`src/rtl/sobel_pkg.sv`:
```
// ---------------------------------------------------------------------------
// sobel_pkg
// Shared types and constants for the Sobel window fetch path.
//   state_t : top-level fetch FSM states
//   rd_t    : phases of a single pixel read transaction
//   DIR_*   : shift_direc encodings sent to the window buffer
//   PIX_W   : pixel width in bits
// ---------------------------------------------------------------------------
package sobel_pkg;

    localparam int PIX_W = 8;

    typedef enum logic [2:0] {
        ST_IDLE,
        ST_LOAD,
        ST_EMIT,
        ST_SHIFT,
        ST_FILL,
        ST_DONE
    } state_t;

    // RD_SETUP gives the registered address generator one cycle to settle
    // so mem_addr is already stable on the first cycle mem_ren is high.
    typedef enum logic [1:0] {
        RD_SETUP,
        RD_REQ,
        RD_DATA,
        RD_ACK
    } rd_t;

    localparam logic [1:0] DIR_LOAD  = 2'b00;
    localparam logic [1:0] DIR_RIGHT = 2'b01;
    localparam logic [1:0] DIR_LEFT  = 2'b10;
    localparam logic [1:0] DIR_DOWN  = 2'b11;

endpackage

```
`src/rtl/pixel_addr_gen.sv`:
```
// ---------------------------------------------------------------------------
// pixel_addr_gen
// Converts a pixel (row, col) into a linear memory address
// base + row*IMG_W + col, registered.
//   clk, n_rst : clock, async active-low reset (output clears to 0)
//   i_en       : capture the new address this cycle
//   i_base     : frame base address
//   i_row/i_col: pixel coordinates
//   o_addr     : registered address, holds while i_en is low
// ---------------------------------------------------------------------------
module pixel_addr_gen #(
    parameter int IMG_W  = 16,
    parameter int ADDR_W = 16
) (
    input  logic              clk,
    input  logic              n_rst,
    input  logic              i_en,
    input  logic [ADDR_W-1:0] i_base,
    input  logic [15:0]       i_row,
    input  logic [15:0]       i_col,
    output logic [ADDR_W-1:0] o_addr
);

    localparam logic [ADDR_W-1:0] LP_W = ADDR_W'(IMG_W);

    logic [ADDR_W-1:0] w_addr;

    assign w_addr = i_base + ADDR_W'(i_row) * LP_W + ADDR_W'(i_col);

    always_ff @(posedge clk or negedge n_rst) begin
        if (!n_rst)
            o_addr <= '0;
        else if (i_en)
            o_addr <= w_addr;
    end

endmodule

```
`src/rtl/window_fetch_ctrl.sv`:
```
// ---------------------------------------------------------------------------
// window_fetch_ctrl
// Walks a 3x3 window over an IMG_W x IMG_H image in serpentine order,
// fetching pixels one at a time and steering a 3x3 window buffer.
//   clk, n_rst        : clock, async active-low reset
//   start, base_addr  : begin a frame at base_addr (only when idle)
//   busy, frame_done  : frame in progress / one-cycle end-of-frame pulse
//   mem_*             : single-outstanding pixel read port
//   start_read, data_r, read_done   : pixel delivery to window buffer
//   start_shift, shift_direc, shift_done : window shift command
//   window_valid/ready, center_row/col   : window handoff to Sobel stage
// ---------------------------------------------------------------------------
module window_fetch_ctrl
    import sobel_pkg::*;
#(
    parameter int IMG_W  = 16,
    parameter int IMG_H  = 16,
    parameter int ADDR_W = 16
) (
    input  logic              clk,
    input  logic              n_rst,
    input  logic              start,
    input  logic [ADDR_W-1:0] base_addr,
    output logic              busy,
    output logic              frame_done,
    output logic              mem_ren,
    output logic [ADDR_W-1:0] mem_addr,
    input  logic [PIX_W-1:0]  mem_rdata,
    input  logic              mem_rvalid,
    output logic              start_read,
    output logic              start_shift,
    output logic [1:0]        shift_direc,
    output logic [PIX_W-1:0]  data_r,
    input  logic              read_done,
    input  logic              shift_done,
    output logic              window_valid,
    input  logic              window_ready,
    output logic [15:0]       center_row,
    output logic [15:0]       center_col
);

    localparam logic [15:0] LP_LAST_COL = 16'(IMG_W - 2);
    localparam logic [15:0] LP_LAST_ROW = 16'(IMG_H - 2);

    state_t             r_state, w_state_n;
    rd_t                r_rd, w_rd_n;
    logic [ADDR_W-1:0]  r_base, w_base_n;
    logic [15:0]        r_crow, w_crow_n;
    logic [15:0]        r_ccol, w_ccol_n;
    logic [1:0]         r_sub, w_sub_n;     // index within a row/column of 3
    logic [1:0]         r_grp, w_grp_n;     // LOAD row index
    logic [1:0]         r_dir, w_dir_n;
    logic               r_pass, w_pass_n;   // 0: moving right, 1: moving left
    logic [PIX_W-1:0]   r_data, w_data_n;
    logic               r_sent, w_sent_n;   // start_shift already issued

    logic               w_rd_act;
    logic               w_adv;
    logic [15:0]        w_frow, w_fcol;

    assign w_rd_act = (r_state == ST_LOAD) || (r_state == ST_FILL);

    // Coordinates of the pixel currently being fetched. During FILL the
    // centre still holds the pre-shift position; it moves once the fill
    // completes.
    always_comb begin
        w_frow = '0;
        w_fcol = '0;
        if (r_state == ST_LOAD) begin
            w_frow = {14'd0, r_grp};
            w_fcol = {14'd0, r_sub};
        end else begin
            case (r_dir)
                DIR_RIGHT: begin
                    w_frow = r_crow - 16'd1 + {14'd0, r_sub};
                    w_fcol = r_ccol + 16'd2;
                end
                DIR_LEFT: begin
                    w_frow = r_crow - 16'd1 + {14'd0, r_sub};
                    w_fcol = r_ccol - 16'd2;
                end
                default: begin
                    w_frow = r_crow + 16'd2;
                    w_fcol = r_ccol - 16'd1 + {14'd0, r_sub};
                end
            endcase
        end
    end

    pixel_addr_gen #(
        .IMG_W  (IMG_W),
        .ADDR_W (ADDR_W)
    ) u_addr (
        .clk    (clk),
        .n_rst  (n_rst),
        .i_en   (w_rd_act && (r_rd == RD_SETUP)),
        .i_base (r_base),
        .i_row  (w_frow),
        .i_col  (w_fcol),
        .o_addr (mem_addr)
    );

    always_ff @(posedge clk or negedge n_rst) begin
        if (!n_rst) begin
            r_state <= ST_IDLE;
            r_rd    <= RD_SETUP;
            r_base  <= '0;
            r_crow  <= '0;
            r_ccol  <= '0;
            r_sub   <= '0;
            r_grp   <= '0;
            r_dir   <= DIR_LOAD;
            r_pass  <= 1'b0;
            r_data  <= '0;
            r_sent  <= 1'b0;
        end else begin
            r_state <= w_state_n;
            r_rd    <= w_rd_n;
            r_base  <= w_base_n;
            r_crow  <= w_crow_n;
            r_ccol  <= w_ccol_n;
            r_sub   <= w_sub_n;
            r_grp   <= w_grp_n;
            r_dir   <= w_dir_n;
            r_pass  <= w_pass_n;
            r_data  <= w_data_n;
            r_sent  <= w_sent_n;
        end
    end

    always_comb begin
        w_state_n = r_state;
        w_rd_n    = r_rd;
        w_base_n  = r_base;
        w_crow_n  = r_crow;
        w_ccol_n  = r_ccol;
        w_sub_n   = r_sub;
        w_grp_n   = r_grp;
        w_dir_n   = r_dir;
        w_pass_n  = r_pass;
        w_data_n  = r_data;
        w_sent_n  = r_sent;
        w_adv     = 1'b0;

        // Single-outstanding read engine shared by LOAD and FILL.
        if (w_rd_act) begin
            case (r_rd)
                RD_SETUP: w_rd_n = RD_REQ;
                RD_REQ: begin
                    if (mem_rvalid) begin
                        w_data_n = mem_rdata;
                        w_rd_n   = RD_DATA;
                    end
                end
                RD_DATA: begin
                    if (read_done) w_adv = 1'b1;
                    else           w_rd_n = RD_ACK;
                end
                default: begin
                    if (read_done) w_adv = 1'b1;
                end
            endcase
            if (w_adv) w_rd_n = RD_SETUP;
        end

        case (r_state)
            ST_IDLE: begin
                if (start) begin
                    w_state_n = ST_LOAD;
                    w_rd_n    = RD_SETUP;
                    w_base_n  = base_addr;
                    w_sub_n   = '0;
                    w_grp_n   = '0;
                    w_dir_n   = DIR_LOAD;
                    w_pass_n  = 1'b0;
                    w_crow_n  = '0;
                    w_ccol_n  = '0;
                end
            end
            ST_LOAD: begin
                if (w_adv) begin
                    if (r_sub == 2'd2) begin
                        w_sub_n = '0;
                        if (r_grp == 2'd2) begin
                            w_grp_n   = '0;
                            w_state_n = ST_EMIT;
                            w_crow_n  = 16'd1;
                            w_ccol_n  = 16'd1;
                        end else begin
                            w_grp_n = r_grp + 2'd1;
                        end
                    end else begin
                        w_sub_n = r_sub + 2'd1;
                    end
                end
            end
            ST_EMIT: begin
                if (window_ready) begin
                    w_sent_n  = 1'b0;
                    w_state_n = ST_SHIFT;
                    if (!r_pass && (r_ccol < LP_LAST_COL)) begin
                        w_dir_n = DIR_RIGHT;
                    end else if (r_pass && (r_ccol > 16'd1)) begin
                        w_dir_n = DIR_LEFT;
                    end else if (r_crow == LP_LAST_ROW) begin
                        w_state_n = ST_DONE;
                    end else begin
                        w_dir_n  = DIR_DOWN;
                        w_pass_n = ~r_pass;
                    end
                end
            end
            ST_SHIFT: begin
                w_sent_n = 1'b1;
                if (shift_done) begin
                    w_state_n = ST_FILL;
                    w_rd_n    = RD_SETUP;
                    w_sub_n   = '0;
                end
            end
            ST_FILL: begin
                if (w_adv) begin
                    if (r_sub == 2'd2) begin
                        w_sub_n   = '0;
                        w_state_n = ST_EMIT;
                        case (r_dir)
                            DIR_RIGHT: w_ccol_n = r_ccol + 16'd1;
                            DIR_LEFT:  w_ccol_n = r_ccol - 16'd1;
                            default:   w_crow_n = r_crow + 16'd1;
                        endcase
                    end else begin
                        w_sub_n = r_sub + 2'd1;
                    end
                end
            end
            ST_DONE:  w_state_n = ST_IDLE;
            default:  w_state_n = ST_IDLE;
        endcase
    end

    assign busy         = (r_state != ST_IDLE) && (r_state != ST_DONE);
    assign frame_done   = (r_state == ST_DONE);
    assign mem_ren      = w_rd_act && (r_rd == RD_REQ);
    assign start_read   = w_rd_act && (r_rd == RD_DATA);
    assign start_shift  = (r_state == ST_SHIFT) && !r_sent;
    assign shift_direc  = r_dir;
    assign data_r       = r_data;
    assign window_valid = (r_state == ST_EMIT);
    assign center_row   = r_crow;
    assign center_col   = r_ccol;

endmodule
```
`config.mk`:
```
export PLATFORM = sky130hd
export DESIGN_NAME = window_fetch_ctrl
export DESIGN_NICKNAME = d
export VERILOG_FILES = /design/src/rtl/sobel_pkg.sv /design/src/rtl/pixel_addr_gen.sv /design/src/rtl/window_fetch_ctrl.sv
export SDC_FILE = /design/constraint.sdc
export NUM_CORES = 1
export LEC_CHECK = 0
export BUFFER_PORTS_ARGS = -buffer_cell sky130_fd_sc_hd__buf_2
export CAP_MARGIN = 0
export CORE_UTILIZATION = 50
export DETAILED_ROUTE_END_ITERATION = 8
export HOLD_SLACK_MARGIN = 0.05
export PLACE_DENSITY = 0.7
export SYNTH_ARGS = -nofsm -noshare
export SYNTH_HDL_FRONTEND = slang
export SYNTH_SLANG_ARGS = --single-unit
export TNS_END_PERCENT = 5
```
`constraint.sdc`:
```
create_clock -name clk -period 8.45 [get_ports clk]
set_input_delay 1.69 -clock clk [delete_from_list [all_inputs] [get_ports clk]]
set_output_delay 1.69 -clock clk [all_outputs]
set_load 0.005 [all_outputs]
```
=== Word-level counts from Yosys, hierarchy flattened ===
Index checks and enable logic that the tools add are counted.

* Register bits after elaboration: 85
* Bits in latches: 0
* RAM bits: 0
* Memory bits (read-only): 0
* Output and inout port bits: 64
* Memories kept: 0

* Add/subtract/negate cells: 13
* $mul: 0
* Div/mod/pow operators: 0
* Order comparisons: 2
* Equality and inequality tests: 28
* Shift operators: 0
* Mux-type cells: 62
* Bitwise gates (word level): 1
* Reduce and logical (&&, ||, !) cells: 31

{| class="wikitable"
|+ Operator list
! operator !! count
|-
| 16-bit two-way mux || 10
|-
| 16-bit case mux with 3 select lines || 2
|-
| 16-bit case mux with 2 select lines || 2
|-
| 2-bit two-way mux || 17
|-
| 3-bit two-way mux || 11
|-
| 16-bit by 1-bit adder with 16-bit output (second input constant) || 2
|-
| 16-bit adder || 2
|-
| 12-bit two-way mux || 2
|-
| 8-bit AND reduction || 3
|-
| 16-bit by 2-bit adder with 16-bit output || 1
|-
| 16-bit by 2-bit adder with 16-bit output (second input constant) || 1
|-
| 16-bit by 4-bit == test with 1-bit output (second input constant) || 1
|-
| 16-bit by 1-bit greater-than comparator with 1-bit output (second input constant) || 1
|-
| 16-bit by 4-bit < comparator with 1-bit output (second input constant) || 1
|-
| 2-bit != test (second input constant) || 8
|-
| 16-bit by 1-bit subtractor with 16-bit output (second input constant) || 1
|-
| 16-bit by 2-bit subtractor with 16-bit output (second input constant) || 1
|-
| 3-bit case mux with 5 select lines || 1
|-
| 12-bit by 2-bit adder with 12-bit output || 1
|-
| 12-bit by 2-bit adder with 12-bit output (second input constant) || 1
|-
| 2-bit case mux with 2 select lines || 3
|-
| 2-bit case mux with 3 select lines || 2
|-
| 4-bit AND reduction || 3
|-
| 12-bit by 1-bit subtractor with 12-bit output (second input constant) || 1
|-
| 24 further kinds || 59
|}

=== Logic depth before layout (Yosys ltp) ===
* Word-level depth: 8
* Gate-level depth with buffers: 23
* Depth with buffers taken out: 22

=== Cells and area by module ===
From an unflattened synthesis, not the netlist that was laid out.

* Cells, all modules: 967
* Area, all modules: 8,303.0 µm²

{| class="wikitable"
|+ By module, submodules not included
! module !! instances !! cells an instance !! area each (µm²)
|-
| window_fetch_ctrl || 1 || 803 || 6,656.4
|-
| pixel_addr_gen || 1 || 164 || 1,646.6
|}

=== Worst setup path before layout ===
No wires, ideal clock.

* Path type: flip-flop to flip-flop
* Start: reg r_ccol[0] (netlist: center_col[0])
* End: reg u_addr.o_addr[15]
* Library setup time: 124 ps
* Arrival: 4,540 ps
* Data required time: 8,326 ps
* Setup slack: 3,786 ps
* Stages on the path, launching flop included: 22
* Path buffers: 0
* Period minus slack after synthesis: 4,664 ps
* Path through: dfrtp_1 inv_1 ha_1 inv_1 ha_1 a21oi_1 nor2_1 nand3_1 nor3_1 and3_1 xnor2_1 nand2_1 and3_1 fa_1 ha_1 or2_2 a21oi_1 a31oi_1 a31oi_1 or3_1 mux2i_1 a211o_1

* Cells in the longest elaborated chain, start to end: 5
* Elaborated cells between the ends (all ways): 7

{| class="wikitable"
|+ RTL lines
! what !! RTL line !! source
|-
| start: declaration || window_fetch_ctrl.sv:49 || <nowiki>logic [15:0] r_ccol, w_ccol_n;</nowiki>
|-
| start signal: assignment || window_fetch_ctrl.sv:121 || <nowiki>r_ccol <= w_ccol_n;</nowiki>
|-
| 16-bit by 1-bit subtractor with 16-bit output || window_fetch_ctrl.sv:84 || <nowiki>w_fcol = r_ccol - 16'd1 + {14'd0, r_sub};</nowiki>
|-
| 16-bit by 2-bit adder with 16-bit output || window_fetch_ctrl.sv:84 ||
|-
| 16-bit case mux with 2 select lines (*) || window_fetch_ctrl.sv:73 || <nowiki>case (r_dir)</nowiki>
|-
| 16-bit two-way mux (*) || window_fetch_ctrl.sv:69 || <nowiki>if (r_state == ST_LOAD) begin</nowiki>
|-
| 16-bit adder (*) || pixel_addr_gen.sv:28 || <nowiki>assign w_addr = i_base + ADDR_W'(i_row) * LP_W + ADDR_W'(i_col);</nowiki>
|-
| end signal: assignment || pixel_addr_gen.sv:34 || <nowiki>o_addr <= w_addr;</nowiki>
|-
| end: declaration || pixel_addr_gen.sv:21 || <nowiki>output logic [ADDR_W-1:0] o_addr</nowiki>
|}

Every way passes the cells marked *; elsewhere a longest branch is shown, timed or not.
A chain may end at the register's enable or synchronous reset.

=== Worst setup path in the final report ===
* Start: reg r_ccol[1] (netlist: center_col[1])
* End: reg u_addr.o_addr[15]

Same word-level chain as after synthesis.

==> flow_summary.toml <==
[power]
p_sw_mw = 1.99
p_int_mw = 2.08
comb_power_share_pct = 73.0
total_power_mw = 4.07
peakVddDrop_mv = 0.262
switching_share_pct = 48.8
power.density_nw_per_um2 = 487
leakagePower_nw = 3.97
seq_power_share_pct = 16.8
pwr-share-clk_pct = 10.2

[timing]
period_minus_slack_ns = 5.30
finalCritPeriodShare_pct = 62.8
hold_violations = 0
setup_tns_ns = 0
drv_slew = 0
relSlewSlack_pct = 41.2
rsz0062_at_grt = "false"
tightest_slew_ns = 0.882
skew_ns = 0.00906
max_freq_mhz = 189
finalSetupViolCount = 0

[synthesis]
syn_nets = 982
synth_seq_cells = 85
synth-seq-area-share_pct = 28.5
synth_edf_count = 0
yosysTopAreaCell = "dfrtp_1"
synth_commonest_cells = "90 x nand2_1, 85 x dfrtp_1, 66 x ha_1, 66 x nor2_1, 59 x o21ai_0"
postSynth.asyncResetShare_pct = 100
yosysMostFrequentCell = "nand2_1"
synth_warnings = 0
synthFlopType = "dfrtp_1"
syn_avg_cell_area_um2 = 8.59
synth_cell_type_count = 69
yosys-top-cells-area = "dfrtp_1 28%, ha_1 11%, xnor2_1 6.2%"
syn-instance-count = 870
synth_area_um2 = 7480
synth_top_area_share_pct = 28.5

[worst_setup_path]
path_class = "flop to flop"
r2r_slack_ns = 3.15
cpLargestDelayFamily = "simple AND/OR/NAND/NOR gates"
crit_end = "u_addr.o_addr[15]$_DFFE_PN0P_"
r2r_start = "center_col[1]$_DFFE_PN0P_"
slowest_stage = "dfrtp_1"
cpMostUsedCell = "ha_1"
path_depth = 21
cp_num_buf_inv = 2
ff2ff_path_depth = 21
reg2reg_to = "u_addr.o_addr[15]$_DFFE_PN0P_"
max_stage_delay_ns = 0.63
cp-startpoint = "center_col[1]$_DFFE_PN0P_"
crit_arrival_ns = 5.55
crit_chain = "inv_1 -> ha_1 -> inv_1 -> ha_1 -> a21oi_1 -> nor2_1 -> nand3_1 -> nor3_1 -> and3_1 -> xnor2_1 -> nand2_1 -> and3_1 -> fa_1 -> ha_1 -> or2_2 -> a21oi_1 -> a31oi_1 -> a31oi_1 -> or3_1 -> mux2i_1 -> a211o_1"
start_kind = "flop"
cp-end-kind = "flop"
crit_required_ns = 8.69
path_max_fanout = 12

[detailed_routing]
first_pass_iters = 5
vias = 6368
dr.first_iter.drc_count = 368
drtAntennaViolNets = 0
routed_wl_mm = 18.1
vias_per_cell = 5.65
wl_per_cell_um = 16.0
remaining_drc_errors = 0

[placement]
gp_congestion = 0.919
dpl.hpwl_mm = 13.5
io_buffers = 94

[global_routing]
grt_start_max_net_pins = 58
track_usage_pct = 24.3
grt-ovfl-total = 0
grt_pass1_wl_mm = 30.3
grt_antenna_before_repair = 0
first_global_vias = 6013

[cts]
clk_root_buffer_cell = "clkbuf_16"
clkSlewWorstSetupHoldPaths_ns = 0.06
post_cts_resized = 0
tritoncts = "built"
cts_buffers = 9
clk-insertion-delay-late_ns = 0.36
post-cts-setup-buffers = 0
clockBufferDepth = 2
htreeDepth = 3
cts_num_sinks = 85
cts_hold_buf = 0

[floorplanning]
die_area_um2 = 15400
ios = 95
die_h_um = 124
start_util_pct = 51.4
fp.dieW_um = 124
rows = 44
coreArea_um2 = 14500

[min_path]
hold_path_depth = 2
hold_path_class = "flop to flop"
worstHoldStart = "u_addr.o_addr[3]$_DFFE_PN0P_"

[status]
status = "completed"

[finish]
fin_nets = 1051
drive_gt1_share_pct = 16.7
n_antenna_cell = 0
seqCellArea_um2 = 2130
area_delta_synth_final_pct = 11.8
multi_input_area_um2 = 4990
fillers = 1340

[flow_run]
cap_violations = 0
[logic make-up (layout without fill, tap and decap cells)]
logic type               count (synthesis)  in the layout  synth area share (%)
AND/OR/NAND/NOR                        307            307                  21.2
adder cells (fa/ha/maj)                 81             81                  15.1
buffers and inverters                   89            163                  4.85
flip-flops                              85             85                  28.5
multiplexers                            32             32                  4.69
XOR/XNOR                                78             78                  9.34
AO/OA/AOI/OAI                          198            198                  16.4
[worst reg2reg max path: cells and delay by family, from the launching register on]
kind                     cells  cell delay, ns
adder cells (fa/ha/maj)      4            1.43
AND/OR/NAND/NOR              8            1.78
XOR/XNOR                     1            0.12
flip-flops                   1            0.63
AO/OA/AOI/OAI                5            0.95
multiplexers                 1            0.07
buffers and inverters        2            0.19
[cell usage in the layout, fill, tap and decap left out, drive strengths merged, types with 9 or more instances in the layout]
master | Yosys | layout
a211oi | 15 | 15
a21o | 10 | 10
a21oi | 53 | 53
and2 | 15 | 15
and3 | 16 | 16
buf | 11 | 101
clkbuf | 32 | 10
dfrtp | 85 | 85
fa | 15 | 15
ha | 66 | 66
inv | 46 | 48
mux2 | 24 | 24
nand2 | 90 | 90
nand2b | 9 | 9
nand3 | 26 | 26
nand4 | 9 | 9
nor2 | 67 | 67
nor3 | 28 | 28
o21ai | 60 | 60
o31ai | 10 | 10
xnor2 | 54 | 54
xor2 | 24 | 24
[through the flow]
stage	hold slack [ns]	utilization [%]	setup WS, ns	area (um^2)	cells
finish	0.472	57.5	3.15	8360	1128
global route	0.504	57.5	2.72	8360	1128
CTS	0.481	57.5	3.18	8360	1128
detailed placement	0.463	55.4	3.20	8050	1112
global placement	0.454	55.4	3.42	8050	1112
floorplan	0.445	-	3.79	7480	870
[routing by layer]
| metal | GRT usage (%) | vias up | share of wire, % |
|---|---|---|---|
| li1 | - | 3206 | - |
| met1 | 34.0 | 2999 | 48 |
| met2 | 38.1 | 146 | 45 |
| met3 | 4.25 | 17 | 4.7 |
| met4 | 7.73 | 0 | 1.5 |
| met5 | 0 | - | 0 |
[how the worst min path moves through the flow]
stage,to,slack (ns)
floorplan,r_sent$_DFFE_PN0P_,0.45
global placement,u_addr.o_addr[1]$_DFFE_PN0P_,0.45
detailed placement,u_addr.o_addr[2]$_DFFE_PN0P_,0.46
CTS,u_addr.o_addr[3]$_DFFE_PN0P_,0.48
global route,u_addr.o_addr[7]$_DFFE_PN0P_,0.50
finish,u_addr.o_addr[3]$_DFFE_PN0P_,0.47
[power by group through the flow]
stage	registers [mW]	clock network (mW)	logic, mW
global placement	0.686	0	2.93
CTS	0.683	0.425	2.97
finish	0.682	0.416	2.97
detailed placement	0.691	0	2.94
floorplan	0.639	0	2.38
global route	0.709	0.443	3.37
[registers in the layout, summed over array words and instances (netlist names)]
signal / count
r_pass: 1
data_r: 8
shift_direc: 2
r_sub: 2
r_sent: 1
r_state: 3
u_addr.o_addr: 16
center_col: 16
r_rd: 2
r_base: 16
r_grp: 2
center_row: 16
[cell type report]
cell class                      count  share of cell area [%]
Timing Repair Buffer              101                    6.29
Inverter                           46                    2.07
Clock inverter                      6                   0.838
Clock buffer                       10                    2.86
Tap cell                          184                    2.75
Sequential cell                    85                    25.4
Multi-Input combinational cell    696                    59.8
(Power assumes the default switching activity.)
